File: config.mk
export PLATFORM = sky130hd
export DESIGN_NAME = six_step_commutator
export DESIGN_NICKNAME = d
export VERILOG_FILES = /design/src/rtl/six_step_commutator.sv
export SDC_FILE = /design/constraint.sdc
export NUM_CORES = 1
export LEC_CHECK = 0
export BUFFER_PORTS_ARGS = -buffer_cell sky130_fd_sc_hd__buf_2
export CORE_MARGIN = 3
export CORE_UTILIZATION = 30
export CTS_CLUSTER_SIZE = 8
export DETAILED_ROUTE_END_ITERATION = 8
export GPL_TIMING_DRIVEN = 0
export MAX_ROUTING_LAYER = met4
export SLEW_MARGIN = 20
export SYNTH_ARGS = -nofsm -noshare
export SYNTH_HDL_FRONTEND = slang
export SYNTH_SLANG_ARGS = --single-unit
export TNS_END_PERCENT = 30
File: constraint.sdc
create_clock -name clk -period 7.2 [get_ports clk]
set_input_delay 1.44 -clock clk [delete_from_list [all_inputs] [get_ports clk]]
set_output_delay 1.44 -clock clk [all_outputs]
set_load 0.005 [all_outputs]
File: src/rtl/six_step_commutator.sv
// six_step_commutator: PWM carrier, six-step sector sequencer with align phase and
// complementary high/low-side gate drives.
// Optional feature macro: DEADTIME_EN (per-phase both-off gap of dead_time cycles
// on every change of a phase's desired state). Default build drives ls = ~hs.
module six_step_commutator #(
    parameter int unsigned CNT_W         = 16,
    parameter int unsigned DWELL_W       = 16,
    parameter int unsigned DEAD_W        = 8,
    parameter int unsigned ALIGN_PERIODS = 100
) (
    input  logic               clk,
    input  logic               rst,
    input  logic               enable,
    input  logic               dir,
    input  logic [CNT_W-1:0]   pwm_period,
    input  logic [CNT_W-1:0]   duty,
    input  logic [DWELL_W-1:0] dwell,
    input  logic [DEAD_W-1:0]  dead_time,
    output logic [2:0]         hs,
    output logic [2:0]         ls,
    output logic [2:0]         sector,
    output logic               sector_tick,
    output logic               pwm_tick,
    output logic               running
);

    localparam int unsigned ALIGN_W = (ALIGN_PERIODS > 1) ? $clog2(ALIGN_PERIODS) : 1;

    localparam logic [1:0] S_IDLE  = 2'd0;
    localparam logic [1:0] S_ALIGN = 2'd1;
    localparam logic [1:0] S_RUN   = 2'd2;

    logic [1:0]         state, state_nxt;
    logic [CNT_W-1:0]   cnt, period_s, duty_s;
    logic [DWELL_W-1:0] dwell_s, dwell_cnt;
    logic [ALIGN_W-1:0] align_cnt;
    logic [2:0]         sec;

    logic               idle, wrap, align_done, dwell_hit, pwm_on;
    logic [CNT_W-1:0]   period_clamp, period_eff, duty_eff;
    logic [DWELL_W-1:0] dwell_eff;
    logic [2:0]         sec_nxt, pat, d;

    // Carrier, shadow selection and pattern decode
    always_comb begin
        idle         = (state == S_IDLE);
        period_clamp = (pwm_period < CNT_W'(2)) ? CNT_W'(2) : pwm_period;
        // On the IDLE-exit edge the carrier is at position 0 and the inputs are being captured
        period_eff   = idle ? period_clamp : period_s;
        duty_eff     = idle ? duty : duty_s;
        wrap         = !idle && (cnt == period_eff - CNT_W'(1));
        align_done   = (align_cnt == ALIGN_W'(ALIGN_PERIODS - 1));
        dwell_eff    = (dwell_s == '0) ? DWELL_W'(1) : dwell_s;
        dwell_hit    = (dwell_cnt >= dwell_eff - DWELL_W'(1));
        pwm_on       = (cnt < duty_eff);
        if (dir) sec_nxt = (sec == 3'd0) ? 3'd5 : sec - 3'd1;
        else     sec_nxt = (sec == 3'd5) ? 3'd0 : sec + 3'd1;
        case (sec)
            3'd0:    pat = 3'b100;
            3'd1:    pat = 3'b110;
            3'd2:    pat = 3'b010;
            3'd3:    pat = 3'b011;
            3'd4:    pat = 3'b001;
            default: pat = 3'b101;
        endcase
        d = pat & {3{pwm_on}};
    end

    // Next-state logic
    always_comb begin
        state_nxt = state;
        if (!enable) begin
            state_nxt = S_IDLE;
        end else begin
            case (state)
                S_IDLE:  state_nxt = (ALIGN_PERIODS == 0) ? S_RUN : S_ALIGN;
                S_ALIGN: if (wrap && align_done) state_nxt = S_RUN;
                S_RUN:   state_nxt = S_RUN;
                default: state_nxt = S_IDLE;
            endcase
        end
    end

    // State register
    always_ff @(posedge clk) begin
        if (rst) state <= S_IDLE;
        else     state <= state_nxt;
    end

    // Carrier counter, shadow registers, align/dwell counters and sector
    always_ff @(posedge clk) begin
        if (rst || !enable) begin
            cnt       <= '0;
            period_s  <= '0;
            duty_s    <= '0;
            dwell_s   <= '0;
            dwell_cnt <= '0;
            align_cnt <= '0;
            sec       <= '0;
        end else if (idle) begin
            cnt      <= CNT_W'(1);
            period_s <= period_clamp;
            duty_s   <= duty;
            dwell_s  <= dwell;
        end else if (wrap) begin
            cnt      <= '0;
            period_s <= period_clamp;
            duty_s   <= duty;
            dwell_s  <= dwell;
            if (state == S_ALIGN)
                align_cnt <= align_done ? '0 : align_cnt + ALIGN_W'(1);
            if (state == S_RUN) begin
                if (dwell_hit) begin
                    dwell_cnt <= '0;
                    sec       <= sec_nxt;
                end else begin
                    dwell_cnt <= dwell_cnt + DWELL_W'(1);
                end
            end
        end else begin
            cnt <= cnt + CNT_W'(1);
        end
    end

`ifdef DEADTIME_EN
    logic [2:0]        d_q;
    logic [DEAD_W-1:0] gap [3];

    // Registered outputs with per-phase dead-time insertion
    always_ff @(posedge clk) begin
        if (rst || !enable) begin
            hs          <= '0;
            ls          <= '0;
            sector      <= '0;
            sector_tick <= 1'b0;
            pwm_tick    <= 1'b0;
            running     <= 1'b0;
            d_q         <= '0;
            for (int i = 0; i < 3; i++) gap[i] <= '0;
        end else begin
            sector      <= sec;
            sector_tick <= (sec != sector);
            pwm_tick    <= wrap;
            running     <= 1'b1;
            d_q         <= d;
            for (int i = 0; i < 3; i++) begin
                if ((d[i] != d_q[i]) && (dead_time != '0)) begin
                    hs[i]  <= 1'b0;
                    ls[i]  <= 1'b0;
                    gap[i] <= dead_time - DEAD_W'(1);
                end else if (gap[i] != '0) begin
                    hs[i]  <= 1'b0;
                    ls[i]  <= 1'b0;
                    gap[i] <= gap[i] - DEAD_W'(1);
                end else begin
                    hs[i]  <= d[i];
                    ls[i]  <= ~d[i];
                end
            end
        end
    end
`else
    logic unused_dead_time;
    assign unused_dead_time = ^dead_time;

    // Registered outputs, complementary drive without gap
    always_ff @(posedge clk) begin
        if (rst || !enable) begin
            hs          <= '0;
            ls          <= '0;
            sector      <= '0;
            sector_tick <= 1'b0;
            pwm_tick    <= 1'b0;
            running     <= 1'b0;
        end else begin
            hs          <= d;
            ls          <= ~d;
            sector      <= sec;
            sector_tick <= (sec != sector);
            pwm_tick    <= wrap;
            running     <= 1'b1;
        end
    end
`endif

endmodule

==> flow_summary.json <==
{
  "dieWidth_um": 151,
  "crit_path_start": "pwm_period[7]",
  "vias": 5694,
  "synth_fa_ha_area_share_pct": 8.30,
  "synth-async-reset-ratio_pct": 0,
  "rsz0062_at_grt": "false",
  "cts_made_buffers": 9,
  "min_period_over_period_pct": 72.9,
  "min_from": "duty_s[10]",
  "hold_viol": 0,
  "path_class": "input pin to register",
  "die_h_um": 151,
  "tns_ns": 0,
  "cts_root_buffer": "clkbuf_16",
  "grt_max_degree": 18,
  "crit_path_cell_trace": "buf_2, or4_1, buf_2, or2_2, and3_1, a21oi_1, ha_1, o21a_1, nand2_1, a2111oi_0, a21oi_1, nand4b_2, o21ai_1, buf_2, buf_2, nand2_1, a21oi_1",
  "min_path_type": "register to register",
  "grt_use_met3_pct": 2.96,
  "grt_pass1_wl_mm": 27.7,
  "maxCapViolCount": 0,
  "synth_ff_type": "dfxtp_1",
  "met1_usage_pct": 20.1,
  "tightest_slew_ns": 0.828,
  "num_io_pins": 72,
  "yosys.area_share.simple_pct": 25.5,
  "relSlewSlack_pct": 44.8,
  "min_path_cells": 2,
  "slew_viol_final": 0,
  "ir_worst_vdd_mv": 0.113,
  "mostFrequentLayoutCells": "129 x nand2_1, 104 x dfxtp_1, 82 x a21oi_1",
  "setup_viol": 0,
  "num_rows": 52,
  "final_cells": 1127,
  "dr.pass1.iters": 5,
  "grt_pass1_vias": 5420,
  "internal_power_w": 0.000985,
  "viasPerCell": 5.05,
  "grt_most_used_layer": "met2",
  "pre_cts_ws_ns": 1.55,
  "reg2regPathDepth": 19,
  "cts_max_level": 3,
  "skew_ns": 0.00764,
  "cp_slowest_stage_delay_ns": 0.50,
  "holdBufCountCts": 0,
  "yosys_warnings": 0,
  "synth_edf_count": 0,
  "placed_cells": 1109,
  "seq_area_um2": 2080,
  "postRouteAntennaNets": 0,
  "met2_usage_pct": 24.7,
  "area_delta_synth_final_pct": 15.5,
  "combPwrFrac_pct": 18.6,
  "arrival_ns": 5.53,
  "cp-start-kind": "input pin",
  "synth-seq-cells": 104,
  "synth_compound_area_share_pct": 15.9,
  "avgSynthCellArea_um2": 8.16,
  "routed_wl_mm": 16.8,
  "power_density_nw_per_um2": 189,
  "drive_gt1_share_pct": 14.0,
  "netlist_instances": 776,
  "status": "finished clean",
  "core_um2": 20500,
  "numPortBuffers": 62,
  "switchingPower_w": 0.000399,
  "crit_top_cell": "buf_2",
  "holdWs_ns": 0.451,
  "dieArea_um2": 22900,
  "synth_top_family_by_area": "simple AND/OR/NAND/NOR gates",
  "drc_errors": 0,
  "gp_congestion": 0.887,
  "cpMaxStageDelayCell": "or4_1",
  "worst_skew_pair.late_latency_ns": 0.36,
  "detail_route.iter0.violations": 233,
  "synth_fp_nets": 878,
  "grt_util_all_layers_pct": 15.5,
  "syn_area_um2": 6330,
  "layout_setup_ws_ns": 1.95,
  "start_util_pct": 30.9,
  "crit_path_end_kind": "register",
  "crit_fanout": 10,
  "antenna_found_initial": 2,
  "cts_setup_buffers": 0,
  "multiInputGateArea_um2": 4020,
  "layout_commonest_cell": "nand2_1",
  "nFillCells": 2147,
  "synthXorXnorAreaFrac_pct": 7.74,
  "fmax_mhz": 191,
  "clock_sinks": 104,
  "wl_per_cell_um": 14.9,
  "clkTransAtPathRegs_ns": 0.07,
  "switching_share_pct": 28.8,
  "yosysUniqueCellTypes": 62,
  "layout.nets": 952,
  "required_ns": 7.48,
  "clock_power_share_pct": 37.8,
  "pwr-share-seq_pct": 43.6,
  "r2r_start": "state[1]",
  "leakagePower_nw": 2.97,
  "cts_tree": "built",
  "post_cts_resized": 0,
  "grt_remaining_overflow": 0,
  "muxShareOfSynthArea_pct": 5.91,
  "clk_path_buf_depth": 2,
  "period_minus_slack_ns": 5.25,
  "dp_hpwl_mm": 13.1,
  "ys_seq_area_share_pct": 32.9
}
[cells in the mapped netlist (5+ instances only)]
| master | count | area (um^2) |
|---|---|---|
| nand2_1 | 129 | 484 |
| dfxtp_1 | 104 | 2080 |
| a21oi_1 | 82 | 410 |
| nor2_1 | 54 | 203 |
| ha_1 | 42 | 526 |
| mux2i_1 | 36 | 360 |
| xnor2_1 | 35 | 307 |
| nand3_1 | 28 | 140 |
| xor2_1 | 21 | 184 |
| nor3_1 | 20 | 100 |
| clkbuf_1 | 19 | 71.3 |
| o21ai_0 | 19 | 95.1 |
| o31ai_1 | 14 | 105 |
| and3_1 | 13 | 81.3 |
| inv_1 | 13 | 48.8 |
| or4_1 | 11 | 82.6 |
| nand4_1 | 10 | 62.6 |
| nor4_1 | 10 | 62.6 |
| buf_2 | 9 | 45.0 |
| a31oi_1 | 6 | 37.5 |
| nand2b_1 | 6 | 37.5 |
| o21a_1 | 6 | 45.0 |
| or4_4 | 6 | 67.6 |
| a21oi_2 | 5 | 43.8 |
| buf_1 | 5 | 18.8 |
| or2_2 | 5 | 31.3 |
| or3_1 | 5 | 31.3 |
[registers in the layout (all words and copies together), names as in the netlist]
name and count:
sector 3, dwell_s 16, dwell_cnt 16, duty_s 16, cnt 16, ls 3
align_cnt 7, hs 3, state 2, sec 3, period_s 16, running 1
pwm_tick 1, sector_tick 1
[per-layer routing]
metal  vias up  share of wire, %  wire [um]
li1       2926                 -          -
met1      2661                48       8060
met2        91                47       7940
met3        16               3.6        609
met4         0               1.3        224
met5         -                 0          0
[power groups by stage]
stage	clock [W]	sequential (W)	combinational, W
3_5_place_dp	0	0.000616	0.000258
3_3_place_gp	0	0.000616	0.000256
5_1_grt	0.000564	0.000605	0.000290
2_1_floorplan	0	0.000613	0.000185
4_1_cts	0.000544	0.000603	0.000259
6_report	0.000524	0.000603	0.000257
[cells by family after synthesis]
family / after synthesis
compound gates: 164
xor+xnor: 56
fa+ha+maj: 42
buf+inv: 52
flops: 104
mux: 37
simple gates: 321
[worst max-delay path, delay by kind of cell]
| family | cells | cell delay, ns |
|---|---|---|
| AND/OR/NAND/NOR | 6 | 1.55 |
| AO/OA/AOI/OAI | 6 | 1.35 |
| buffers and inverters | 4 | 0.91 |
| adder cells (fa/ha/maj) | 1 | 0.25 |
[final timing paths]
check	end	slack (ns)
hold / removal	duty_s[10]	0.45
setup reg to reg	period_s[9]	2.02
setup / recovery	dwell_s[0]	1.95
hold reg to reg	duty_s[10]	0.45
[area by class of cell]
cell class / count / share of cell area, %
diodes: 2 / 0.0684
plain buffers: 39 / 2.62
clock buffers: 11 / 3.46
clock inverters: 5 / 0.855
inverters: 13 / 0.667
multi-input cells: 620 / 54.9
flip-flops and latches: 104 / 28.5
well taps: 270 / 4.62
repair buffers: 63 / 4.31
[through the flow]
stage	power [W]	cell area, um^2	utilization, %
after floorplan	0.000798	6330	-
after global placement	0.000872	6980	34.1
after detailed placement	0.000874	6990	34.1
after CTS	0.00141	7310	35.7
after global routing	0.00146	7310	35.7
final	0.00138	7310	35.7
(Power assumes the default switching activity.)
